`src/rtl/axi_read_arbiter.sv`:
```
// Two-master AXI4 read arbiter: round-robin grant held from AR acceptance through
// the RLAST handshake, one burst outstanding, zero-latency R passthrough.
module axi_read_arbiter #(
  parameter int ID_W   = 4,
  parameter int ADDR_W = 32,
  parameter int DATA_W = 32
) (
  input  logic              clk,
  input  logic              rst_n,
  // master 0 (instruction fetch)
  input  logic [ID_W-1:0]   M0_ARID,
  input  logic [ADDR_W-1:0] M0_ARADDR,
  input  logic [3:0]        M0_ARLEN,
  input  logic [2:0]        M0_ARSIZE,
  input  logic [1:0]        M0_ARBURST,
  input  logic              M0_ARVALID,
  output logic              M0_ARREADY,
  output logic [ID_W-1:0]   M0_RID,
  output logic [DATA_W-1:0] M0_RDATA,
  output logic [1:0]        M0_RRESP,
  output logic              M0_RLAST,
  output logic              M0_RVALID,
  input  logic              M0_RREADY,
  // master 1 (data load)
  input  logic [ID_W-1:0]   M1_ARID,
  input  logic [ADDR_W-1:0] M1_ARADDR,
  input  logic [3:0]        M1_ARLEN,
  input  logic [2:0]        M1_ARSIZE,
  input  logic [1:0]        M1_ARBURST,
  input  logic              M1_ARVALID,
  output logic              M1_ARREADY,
  output logic [ID_W-1:0]   M1_RID,
  output logic [DATA_W-1:0] M1_RDATA,
  output logic [1:0]        M1_RRESP,
  output logic              M1_RLAST,
  output logic              M1_RVALID,
  input  logic              M1_RREADY,
  // shared slave side
  output logic [ID_W:0]     S_ARID,
  output logic [ADDR_W-1:0] S_ARADDR,
  output logic [3:0]        S_ARLEN,
  output logic [2:0]        S_ARSIZE,
  output logic [1:0]        S_ARBURST,
  output logic              S_ARVALID,
  input  logic              S_ARREADY,
  input  logic [ID_W:0]     S_RID,
  input  logic [DATA_W-1:0] S_RDATA,
  input  logic [1:0]        S_RRESP,
  input  logic              S_RLAST,
  input  logic              S_RVALID,
  output logic              S_RREADY
);

  typedef enum logic [1:0] {IDLE = 2'd0, ADDR = 2'd1, DATA = 2'd2} state_t;

  state_t state, state_nxt;
  logic   gnt, gnt_nxt;
  logic   prio, prio_nxt;

  logic g_arvalid, g_rready;
  assign g_arvalid = gnt ? M1_ARVALID : M0_ARVALID;
  assign g_rready  = gnt ? M1_RREADY  : M0_RREADY;

  always_ff @(posedge clk) begin
    if (!rst_n) begin
      state <= IDLE;
      gnt   <= 1'b0;
      prio  <= 1'b0;
    end else begin
      state <= state_nxt;
      gnt   <= gnt_nxt;
      prio  <= prio_nxt;
    end
  end

  always_comb begin
    state_nxt = state;
    gnt_nxt   = gnt;
    prio_nxt  = prio;
    unique case (state)
      IDLE: begin
        if (M0_ARVALID || M1_ARVALID) begin
          state_nxt = ADDR;
          gnt_nxt   = (M0_ARVALID && M1_ARVALID) ? prio : M1_ARVALID;
        end
      end
      // grant stays put even if the winner drops ARVALID before acceptance
      ADDR: if (g_arvalid && S_ARREADY) state_nxt = DATA;
      DATA: begin
        if (S_RVALID && g_rready && S_RLAST) begin
          state_nxt = IDLE;
          prio_nxt  = ~gnt;
        end
      end
      default: state_nxt = IDLE;
    endcase
  end

  always_comb begin
    M0_ARREADY = 1'b0;
    M1_ARREADY = 1'b0;
    M0_RID     = '0;
    M0_RDATA   = '0;
    M0_RRESP   = '0;
    M0_RLAST   = 1'b0;
    M0_RVALID  = 1'b0;
    M1_RID     = '0;
    M1_RDATA   = '0;
    M1_RRESP   = '0;
    M1_RLAST   = 1'b0;
    M1_RVALID  = 1'b0;
    S_ARID     = '0;
    S_ARADDR   = '0;
    S_ARLEN    = '0;
    S_ARSIZE   = '0;
    S_ARBURST  = '0;
    S_ARVALID  = 1'b0;
    S_RREADY   = 1'b0;
    unique case (state)
      ADDR: begin
        S_ARID    = gnt ? {1'b1, M1_ARID} : {1'b0, M0_ARID};
        S_ARADDR  = gnt ? M1_ARADDR  : M0_ARADDR;
        S_ARLEN   = gnt ? M1_ARLEN   : M0_ARLEN;
        S_ARSIZE  = gnt ? M1_ARSIZE  : M0_ARSIZE;
        S_ARBURST = gnt ? M1_ARBURST : M0_ARBURST;
        S_ARVALID = g_arvalid;
        M0_ARREADY = !gnt && S_ARREADY;
        M1_ARREADY =  gnt && S_ARREADY;
      end
      // routing follows gnt; the master-index bit of S_RID is not consulted
      DATA: begin
        S_RREADY = g_rready;
        if (gnt) begin
          M1_RVALID = S_RVALID;
          M1_RID    = S_RID[ID_W-1:0];
          M1_RDATA  = S_RDATA;
          M1_RRESP  = S_RRESP;
          M1_RLAST  = S_RLAST;
        end else begin
          M0_RVALID = S_RVALID;
          M0_RID    = S_RID[ID_W-1:0];
          M0_RDATA  = S_RDATA;
          M0_RRESP  = S_RRESP;
          M0_RLAST  = S_RLAST;
        end
      end
      default: ;
    endcase
  end

endmodule
```
`config.mk`:
```
export PLATFORM = sky130hd
export DESIGN_NAME = axi_read_arbiter
export DESIGN_NICKNAME = d
export VERILOG_FILES = /design/src/rtl/axi_read_arbiter.sv
export SDC_FILE = /design/constraint.sdc
export NUM_CORES = 1
export LEC_CHECK = 0
export ABC_CLOCK_PERIOD_IN_PS = 3400
export BUFFER_PORTS_ARGS = -buffer_cell sky130_fd_sc_hd__buf_2
export CAP_MARGIN = 20
export CORE_AREA = 2 2 105 107
export DETAILED_ROUTE_END_ITERATION = 12
export DIE_AREA = 0 0 107 109
export RECOVER_POWER = 50
export SLEW_MARGIN = 10
export SYNTH_ARGS = -nofsm -noshare
export SYNTH_HDL_FRONTEND = slang
export SYNTH_SLANG_ARGS = --single-unit
```
`constraint.sdc`:
```
create_clock -name clk -period 3.4 [get_ports clk]
set_clock_uncertainty 0.05 [all_clocks]
set_input_delay 0.68 -clock clk [delete_from_list [all_inputs] [get_ports clk]]
set_output_delay 0.68 -clock clk [all_outputs]
set_load 0.03 [all_outputs]
```
======== Word level (Yosys, flattened, before mapping) ========
Cells that the tools add are included.
storage, ports and cells
  input port bits ......................... 138
  flip-flop bits (word level) ............. 4
  output and inout bits ................... 130
cells by class
  eq/ne operators ......................... 5
  bitwise gates (word level) .............. 1
  reduce and logical (&&, ||, !) cells .... 12
  mux-type cells .......................... 41
operators by type and width
  kind                  number
  $mux W32              6
  $mux W4               6
  $mux W2               9
  $mux W1               15
  $mux W5               2
  $logic_and A1 B1 Y1   6
  $mux W3               2
  $ne A2 B2 Y1 const B  3
  $pmux W2 S3           1
  $reduce_and A2 Y1     2
  $reduce_and A3 Y1     1
  $eq A2 B1 Y1 const B  1
  $eq A2 B2 Y1 const B  1
  $logic_not A2 Y1      1
  $logic_not A1 Y1      1
  $logic_or A1 B1 Y1    1
  $not A1 Y1            1

======== Longest topological paths before layout ========
Gate-level depths: netlist of the first run.
  depth in word-level cells ............... 5
  mapped depth ............................ 6

======== Least setup slack after synthesis of the first run ========
Ideal clock, no wire load.
  path kind ............................... register -> output
  start point ............................. register state[1]
  end point ............................... output S_ARADDR[0]
  stages on the path, launching flop included .. 6
  arrival time ............................ 1276 ps
  setup slack ............................. 1394 ps
  path through ............................ dfxtp_1 > nand2b_1 > nor2_1 > buf_2 > buf_4 > a22o_1
between the ends
  cells in the longest elaborated chain, start to end .. 2
RTL lines
  element                 line  RTL
  start, declared         56    state_t state, state_nxt;
  start signal, assigned  70    state <= state_nxt;
  $eq A2 B1 Y1            119   unique case (state)
  $mux W32                119
  end, declared           40    output logic [ADDR_W-1:0] S_ARADDR,
No other way between the ends.

======== Final worst setup path of the first run ========
  start point ............................. register state[0]
  end point ............................... output M0_RDATA[20]
between the ends
  cells in the longest elaborated chain, start to end .. 2
RTL lines
  element        line  RTL
  $eq A2 B2 Y1   119
  $mux W32       119
  end, declared  19    output logic [DATA_W-1:0] M0_RDATA,
No other way between the ends.

==> results of run 1 <==
## stage by stage
| step | power (mW) | util (%) | setup slack [ns] | area [sq um] | hold WS (ns) |
|---|---|---|---|---|---|
| floorplan | 0.2817 | - | 1.394 | 1244 | 0.3919 |
| global placement | 0.4534 | 25.60 | 0.8088 | 2714 | 0.4061 |
| detailed placement | 0.4556 | 25.60 | 0.6986 | 2714 | 0.4208 |
| CTS | 0.5603 | 25.99 | 0.4665 | 2755 | 0.4224 |
| global route | 0.5856 | 25.67 | 0.1595 | 2721 | 0.4593 |
| finish | 0.5505 | 25.67 | 0.4472 | 2721 | 0.4278 |
## worst max-delay path, cell delays in order, from the launching register on
cell,delay (ns)
dfxtp_1,0.33
nand2b_1,0.24
nor2_2,0.11
clkbuf_1,0.87
and2_1,0.24
buf_2,0.20
## report_power, final
| part | switching, mW | total, mW | internal [mW] |
|---|---|---|---|
| Combinational | 0.248 | 0.398 | 0.150 |
| Clock | 0.0229 | 0.0983 | 0.0753 |
| Sequential | 0.00397 | 0.0539 | 0.0500 |
| Total | 0.275 | 0.551 | 0.276 |
## layout make-up
class                   instances  area share, %
repair buffers                272          49.33
well taps                     140          6.437
inverters                       1         0.1379
flip-flops and latches          4          2.943
clock buffers                   3          1.517
multi-input cells             152          39.63
## worst paths after layout
kind | slack [ns] | endpoint
worst max-delay path | 0.45 | M0_RDATA[20]
worst max register to register | 1.94 | prio
worst min register to register | 0.43 | prio
worst min-delay path | 0.43 | prio
## cell families after synthesis
family,after synthesis,synth area share [%]
DFF,4,6.439
AOI/OAI and AO/OA,52,35.82
and+or+nand+nor,98,48.29
muxes,2,1.610
buffers and inverters,19,7.847
## sequential cells by signal (all words and copies together) (netlist names)
signal  cells
gnt         1
prio        1
state       2
## layer usage
metal	vias to the layer above	track usage [%]	wire, microns
li1	1129	-	-
met2	166	22.43	3986
met3	2	2.989	971
met5	-	0	0
met1	1036	16.13	3557
met4	0	1.391	10
## synth_stat cells, types with 2 or more instances
library cell / n
a22o_1: 45
nand2b_1: 3
mux2i_1: 2
dfxtp_1: 4
nand2_1: 2
buf_4: 3
and2_1: 82
nor2_1: 6
buf_2: 6
clkbuf_1: 8
==> impl_metrics.ini, run 1 <==
[setup_path]
start_kind = register
cp-startpoint = state[0]
reg2reg_depth = 3
crit_fanout = 40
path_class = reg2out
arrival_ns = 2.22
regToRegStartpoint = gnt
cp-end-kind = output port
cp.required_ns = 2.67

[die]
row_count = 38
core-area_sq_mm = 0.01060
fp.dieH_microns = 109
fp.dieW_microns = 107
io_pins = 268
start_util_pct = 11.73
die-area_sq_mm = 0.01166

[pwr]
power.density_mw_per_mm2 = 202.3
p_leak_nw = 1.646
vdd.ir_drop.worst_mv = 0.08596

[placement]
port-buffer-count = 266
placed_cells = 569
routabilityCongestion = 0.8225
dpl.hpwl_mm = 7.378

[sta]
maxSlewViolCount = 0
post-route-period-util_pct = 86.85
final.setup.tns_ns = 0
fmax_mhz = 338.7
rsz0062_at_grt = false
slew_headroom_pct = 21.00
fin_crit_ns = 2.953
worst_pin_slew_ns = 1.185
setup-violations-final = 0
finalHoldViolations = 0

[logic_synthesis]
yosysTopAreaCellShare_pct = 41.25
yosys_warnings = 0
synthArstFlopShare_pct = 0
syn_nets = 313
synth_top_flop_cell = dfxtp_1
syn_avg_cell_area_sq_um = 7.107
syn_inst = 175
synth-edff-count = 0
synth_cell_type_count = 24
ys_ff_latch = 4
synth_area_leaders = and2_1 41%, a22o_1 32%, dfxtp_1 6.4%, buf_2 2.4%, clkbuf_1 2.4%
synth_seq_area_share_pct = 6.439
syn-cell-area_sq_mm = 0.001244
synth_top_area_cell = and2_1

[clock_tree]
cts_resized = 0
clk_latency_ns = 0.21
htree_levels = 1
clk_pin_slew_worst_paths_ns = 0.03
hold_buffers = 0
cts_setup_buffers = 0
clockBufferDepth = 2
cts_tree = done
cts_made_buffers = 3
cts_root_buf = clkbuf_8
clock-sinks = 4

[drt]
ant_nets = 0
vias = 2333
wl_mm = 8.525
drtIter0Drc = 145
wl_per_cell_microns = 14.90
post_drt_via_cell_ratio = 4.079
drcViolationCount = 0
drt_pass1_iterations = 4

[min_path]
hold_start = prio
hold_class = reg2reg
whs_path_depth = 2

[cells_and_area]
final_common_cell = buf_2
drive_gt1_share_pct = 59.26
instances_no_fill = 572
nets = 572
multi_input_comb_area_sq_mm = 0.001079
regArea_sq_um = 80.08
antenna_cells = 0
final_cell_mix = 244 x buf_2, 60 x and2_1, 45 x a22o_1
fillers = 1181
area_delta_synth_final_pct = 118.8

[flow_run]
cap_violations = 0

[global_routing]
grt_pass1_vias = 2149
grt_first_pass_wirelength_mm = 11.56
grt.overflow.total = 0
antenna_found_initial = 0
grt_use_total_pct = 12.66
grt_start_max_net_pins = 41

[outcome]
status = completed
Power figures use the tool's default switching activity.
==> inputs of run 2 (changes only) <==
- PLACE_DENSITY: unset -> 0.48
==> run 2 against run 1 <==
  * Via count decreased by 0.34%
  * First-iteration DRC count is 23% higher
  * Clock power rose by 1%
  * Sequential cell count is the same
  * Die area unchanged
  * Core utilization decreased by 0.50 points
  * Largest cell class unchanged
==> impl_metrics.ini, run 2 (same netlist as run 1, synthesis figures left out) <==
[cells_and_area]
final_common_cell = buf_2
multi_input_comb_area_sq_mm = 0.001079
fillers = 1208
final_cell_mix = 205 x buf_2, 82 x and2_1, 61 x clkbuf_1
nets = 571
regMostFlops = state
antenna_cells = 0
top_regs = state: 2 flops, gnt: 1 flops, prio: 1 flops
drive_gt1_share_pct = 50.35
area_delta_synth_final_pct = 114.6
regArea_sq_um = 80.08
largest_register_ffs = 2
instances_no_fill = 571

[setup_path]
path_class = reg2out
slowest_delay_ns = 0.50
start_kind = register
crit_fanout = 23
cp-end-kind = output port
crit_path_cell_trace = inv_1, nor2_4, buf_4, a22o_1, buf_2
cp.required_ns = 2.67
arrival_ns = 2.03
slowest_stage = dfxtp_1

[clock_tree]
clk_latency_ns = 0.22
clockBufferDepth = 2
cts_setup_buffers = 0
cts_tree = done
cts_root_buf = clkbuf_8
clk_pin_slew_worst_paths_ns = 0.03
clock-sinks = 4
htree_levels = 1
cts_resized = 0
cts_made_buffers = 3
hold_buffers = 0

[drt]
post_drt_via_cell_ratio = 4.072
wl_per_cell_microns = 14.63
ant_nets = 0
wl_mm = 8.354
drt_pass1_iterations = 4
vias = 2325
drcViolationCount = 0
drtIter0Drc = 178

[placement]
placed_cells = 568
port-buffer-count = 266
dpl.hpwl_mm = 7.170
routabilityCongestion = 0.8356
place_ws_ns = 0.8761

[sta]
fmax_mhz = 362.1
post-route-period-util_pct = 81.22
rsz0062_at_grt = false
slew_headroom_pct = 62.01
final.setup.tns_ns = 0
setup-violations-final = 0
maxSlewViolCount = 0
worst_pin_slew_ns = 0.5699
finalHoldViolations = 0
setup_ws_ns = 0.6387
fin_crit_ns = 2.761

[min_path]
hold_class = reg2reg

[pwr]
pwr-share-clk_pct = 18.4
p_leak_nw = 1.497
p_seq_share_pct = 10.0
vdd.ir_drop.worst_mv = 0.07263
power.density_mw_per_mm2 = 202.9
switching_share_pct = 49.74
switchingPower_uw = 269.3
total_power_uw = 541.4
p_comb_share_pct = 71.7
power.internal_uw = 272.1

[die]
core-area_sq_mm = 0.01060
die-area_sq_mm = 0.01166
io_pins = 268
row_count = 38
fp.dieH_microns = 109
fp.dieW_microns = 107
start_util_pct = 11.73

[global_routing]
antenna_found_initial = 2
grt_pass1_vias = 2100
grt_first_pass_wirelength_mm = 11.46
grt_use_total_pct = 12.71
grt.overflow.total = 0
grt_start_max_net_pins = 47

[flow_run]
cap_violations = 0

[outcome]
status = completed
run 2: cell types whose count changed in the layout (fill, tap and decap cells not counted):
cell	previous run	this run
buf_2	244	205
clkbuf_1	23	61
and2_0	22	0
and2_1	60	82
run 2: critical path: cells and delay by family (launching register included):
| family | cells | cell delay, ns |
|---|---|---|
| AOI/OAI and AO/OA | 1 | 0.16 |
| DFF | 1 | 0.50 |
| buffers and inverters | 3 | 0.68 |
| and+or+nand+nor | 1 | 0.47 |
run 2: power groups by stage:
stage	sequential [mW]	combinational, mW	clock [mW]
2_1_floorplan	0.0523	0.229	0
3_3_place_gp	0.0544	0.390	0
3_5_place_dp	0.0546	0.390	0
4_1_cts	0.0540	0.394	0.103
5_1_grt	0.0544	0.412	0.109
6_report	0.0540	0.388	0.0995
run 2: worst paths after layout:
path	start	depth (start not counted)	slack, ns	endpoint
setup / recovery	gnt	5	0.64	S_ARBURST[1]
hold / removal	prio	2	0.42	prio
setup reg to reg	gnt	3	1.93	prio
hold reg to reg	prio	2	0.42	prio
run 2: metrics by stage:
step | hold WS (ns) | utilization [%] | cell area (sq um)
2_1_floorplan | 0.3919 | - | 1244
3_3_place_gp | 0.4071 | 25.53 | 2706
3_5_place_dp | 0.4185 | 25.53 | 2706
4_1_cts | 0.4192 | 25.91 | 2748
5_1_grt | 0.4620 | 25.17 | 2669
6_report | 0.4226 | 25.17 | 2669
run 2: area by class of cell:
cell class,instances,area share (%)
inverter,1,0.1406
multi-input combinational,152,40.41
clock buffer,3,1.547
sequential,4,3.000
tap,140,6.564
timing repair buffer,271,48.34
run 2: per-layer routing:
metal,up-vias,part of all wire [%],track usage (%)
li1,1127,-,-
met3,9,9.5,1.793
met5,-,0,0
met1,1018,40,15.31
met2,171,49,23.48
met4,0,1.3,3.618
==> inputs of run 3 (changes only) <==
- ABC_CLOCK_PERIOD_IN_PS: 3400 -> 2700
- CORE_AREA: 2 2 105 107 -> 2 2 103 105
- DIE_AREA: 0 0 107 109 -> 0 0 105 107
- PLACE_DENSITY: 0.48 -> 0.49
- clock period: 3.4 -> 2.7 ns (I/O delays scaled with it)
==> run 3 against run 2 <==
  * Clock power grew 24%
  * Global-route usage decreased by 1.1 points
  * Non-clock buffer count down 1
  * Sequential power grew 26%
  * Worst hold slack better by 0.0027 ns
  * Setup slack got worse by 0.42 ns
  * Sequential cell count is the same
  * Die area is 3.7% lower
  * Core utilization grew 1.8 points
  * Critical path type unchanged
  * Largest cell class unchanged
==> impl_metrics.ini, run 3 (same netlist as run 1, synthesis figures left out) <==
[global_routing]
grt.overflow.total = 0
grt_use_total_pct = 11.63
grt_start_max_net_pins = 48
grt_first_pass_wirelength_mm = 10.72
antenna_found_initial = 0
grt_pass1_vias = 2151

[setup_path]
start_kind = register
slowest_stage = clkbuf_4
cp.required_ns = 2.11
arrival_ns = 1.89
cp-end-kind = output port
reg2reg_depth = 3
crit_fanout = 46
slowest_delay_ns = 0.44
path_class = reg2out
crit_path_cell_trace = nand2b_1, nor2_4, clkbuf_4, a22o_1, clkbuf_1
r2r_setup_slack_ns = 1.23

[cells_and_area]
largest_register_ffs = 2
area_delta_synth_final_pct = 118.7
drive_gt1_share_pct = 59.77
fin_util_pct = 26.95
top_regs = state: 2 flops, gnt: 1 flops, prio: 1 flops
nets = 570
regMostFlops = state
final_cell_mix = 221 x buf_2, 70 x and2_1, 45 x a22o_1
antenna_cells = 0
final_common_cell = buf_2

[drt]
wl_per_cell_microns = 13.29
drtIter0Drc = 110
post_drt_via_cell_ratio = 4.014
drcViolationCount = 0
drt_pass1_iterations = 5
vias = 2272
ant_nets = 0
wl_mm = 7.520

[clock_tree]
clock-sinks = 4
clk_latency_ns = 0.21
cts_setup_buffers = 0
cts_root_buf = clkbuf_8
clk_pin_slew_worst_paths_ns = 0.03
clockBufferDepth = 2
cts_resized = 0
cts_made_buffers = 3
cts_tree = done
hold_buffers = 0
htree_levels = 1

[sta]
fmax_mhz = 403.1
final.setup.tns_ns = 0
setup-violations-final = 0
slew_headroom_pct = 62.11
maxSlewViolCount = 0
post-route-period-util_pct = 91.89
rsz0062_at_grt = false
worst_pin_slew_ns = 0.5683
fin_crit_ns = 2.481
finalHoldViolations = 0

[die]
start_util_pct = 12.32
core-area_sq_mm = 0.01009
fp.dieW_microns = 105
row_count = 37
die-area_sq_mm = 0.01124
fp.dieH_microns = 107
io_pins = 268

[pwr]
p_leak_nw = 1.646
pwr-share-clk_pct = 18.4
power.density_mw_per_mm2 = 245.8
p_comb_share_pct = 71.5
switchingPower_uw = 330.2
switching_share_pct = 49.38
p_seq_share_pct = 10.2
power.internal_uw = 338.5
vdd.ir_drop.worst_mv = 0.1211

[min_path]
hold_class = reg2reg
whs_path_depth = 2

[flow_run]
cap_violations = 0

[placement]
port-buffer-count = 266
dpl.hpwl_mm = 6.319
routabilityCongestion = 0.7601

[outcome]
status = completed
==> run 3: worst paths after layout <==
path / to / startpoint
worst max-delay path: S_ARADDR[1] / state[1]
worst min-delay path: prio / prio
worst max register to register: prio / gnt
worst min register to register: prio / prio
==> run 3: routing by layer <==
metal	global-route usage, %	vias to the layer above	wire, microns
met5	0	-	0
met4	1.143	0	0
met3	2.006	0	743
met2	21.34	158	3653
li1	-	1129	-
met1	14.67	985	3122
==> run 3: final cells by class <==
class	instances	area, sq um
timing repair buffer	270	1346
clock buffer	3	41.29
inverter	1	3.754
tap	136	170.2
fill	1136	7372
multi-input combinational	152	1079
sequential	4	80.08
==> run 3: critical path, delay by kind of cell, from the launching register on <==
kind | cells | cell delay (ns)
buffers and inverters | 2 | 0.76
and+or+nand+nor | 2 | 0.34
DFF | 1 | 0.32
AOI/OAI and AO/OA | 1 | 0.22
==> run 3: power groups by stage <==
stage          logic (mW)  clock network (mW)  registers [mW]
2_1_floorplan       0.289                   0          0.0659
3_3_place_gp        0.485                   0          0.0685
3_5_place_dp        0.488                   0          0.0687
4_1_cts             0.491               0.126          0.0679
5_1_grt             0.508               0.133          0.0691
6_report            0.478               0.123          0.0679
==> run 3: per-stage QoR <==
step                cells  power, mW  hold slack [ns]  setup slack [ns]  instance area, sq um
floorplan             175     0.3548           0.3919            0.8341                  1244
global placement      563     0.5540           0.4093            0.5475                  2706
detailed placement    563     0.5563           0.4194            0.5340                  2706
CTS                   566     0.6850           0.4224            0.2994                  2748
global route          566     0.7096           0.4793            0.1075                  2720
finish                566     0.6687           0.4253            0.2190                  2720
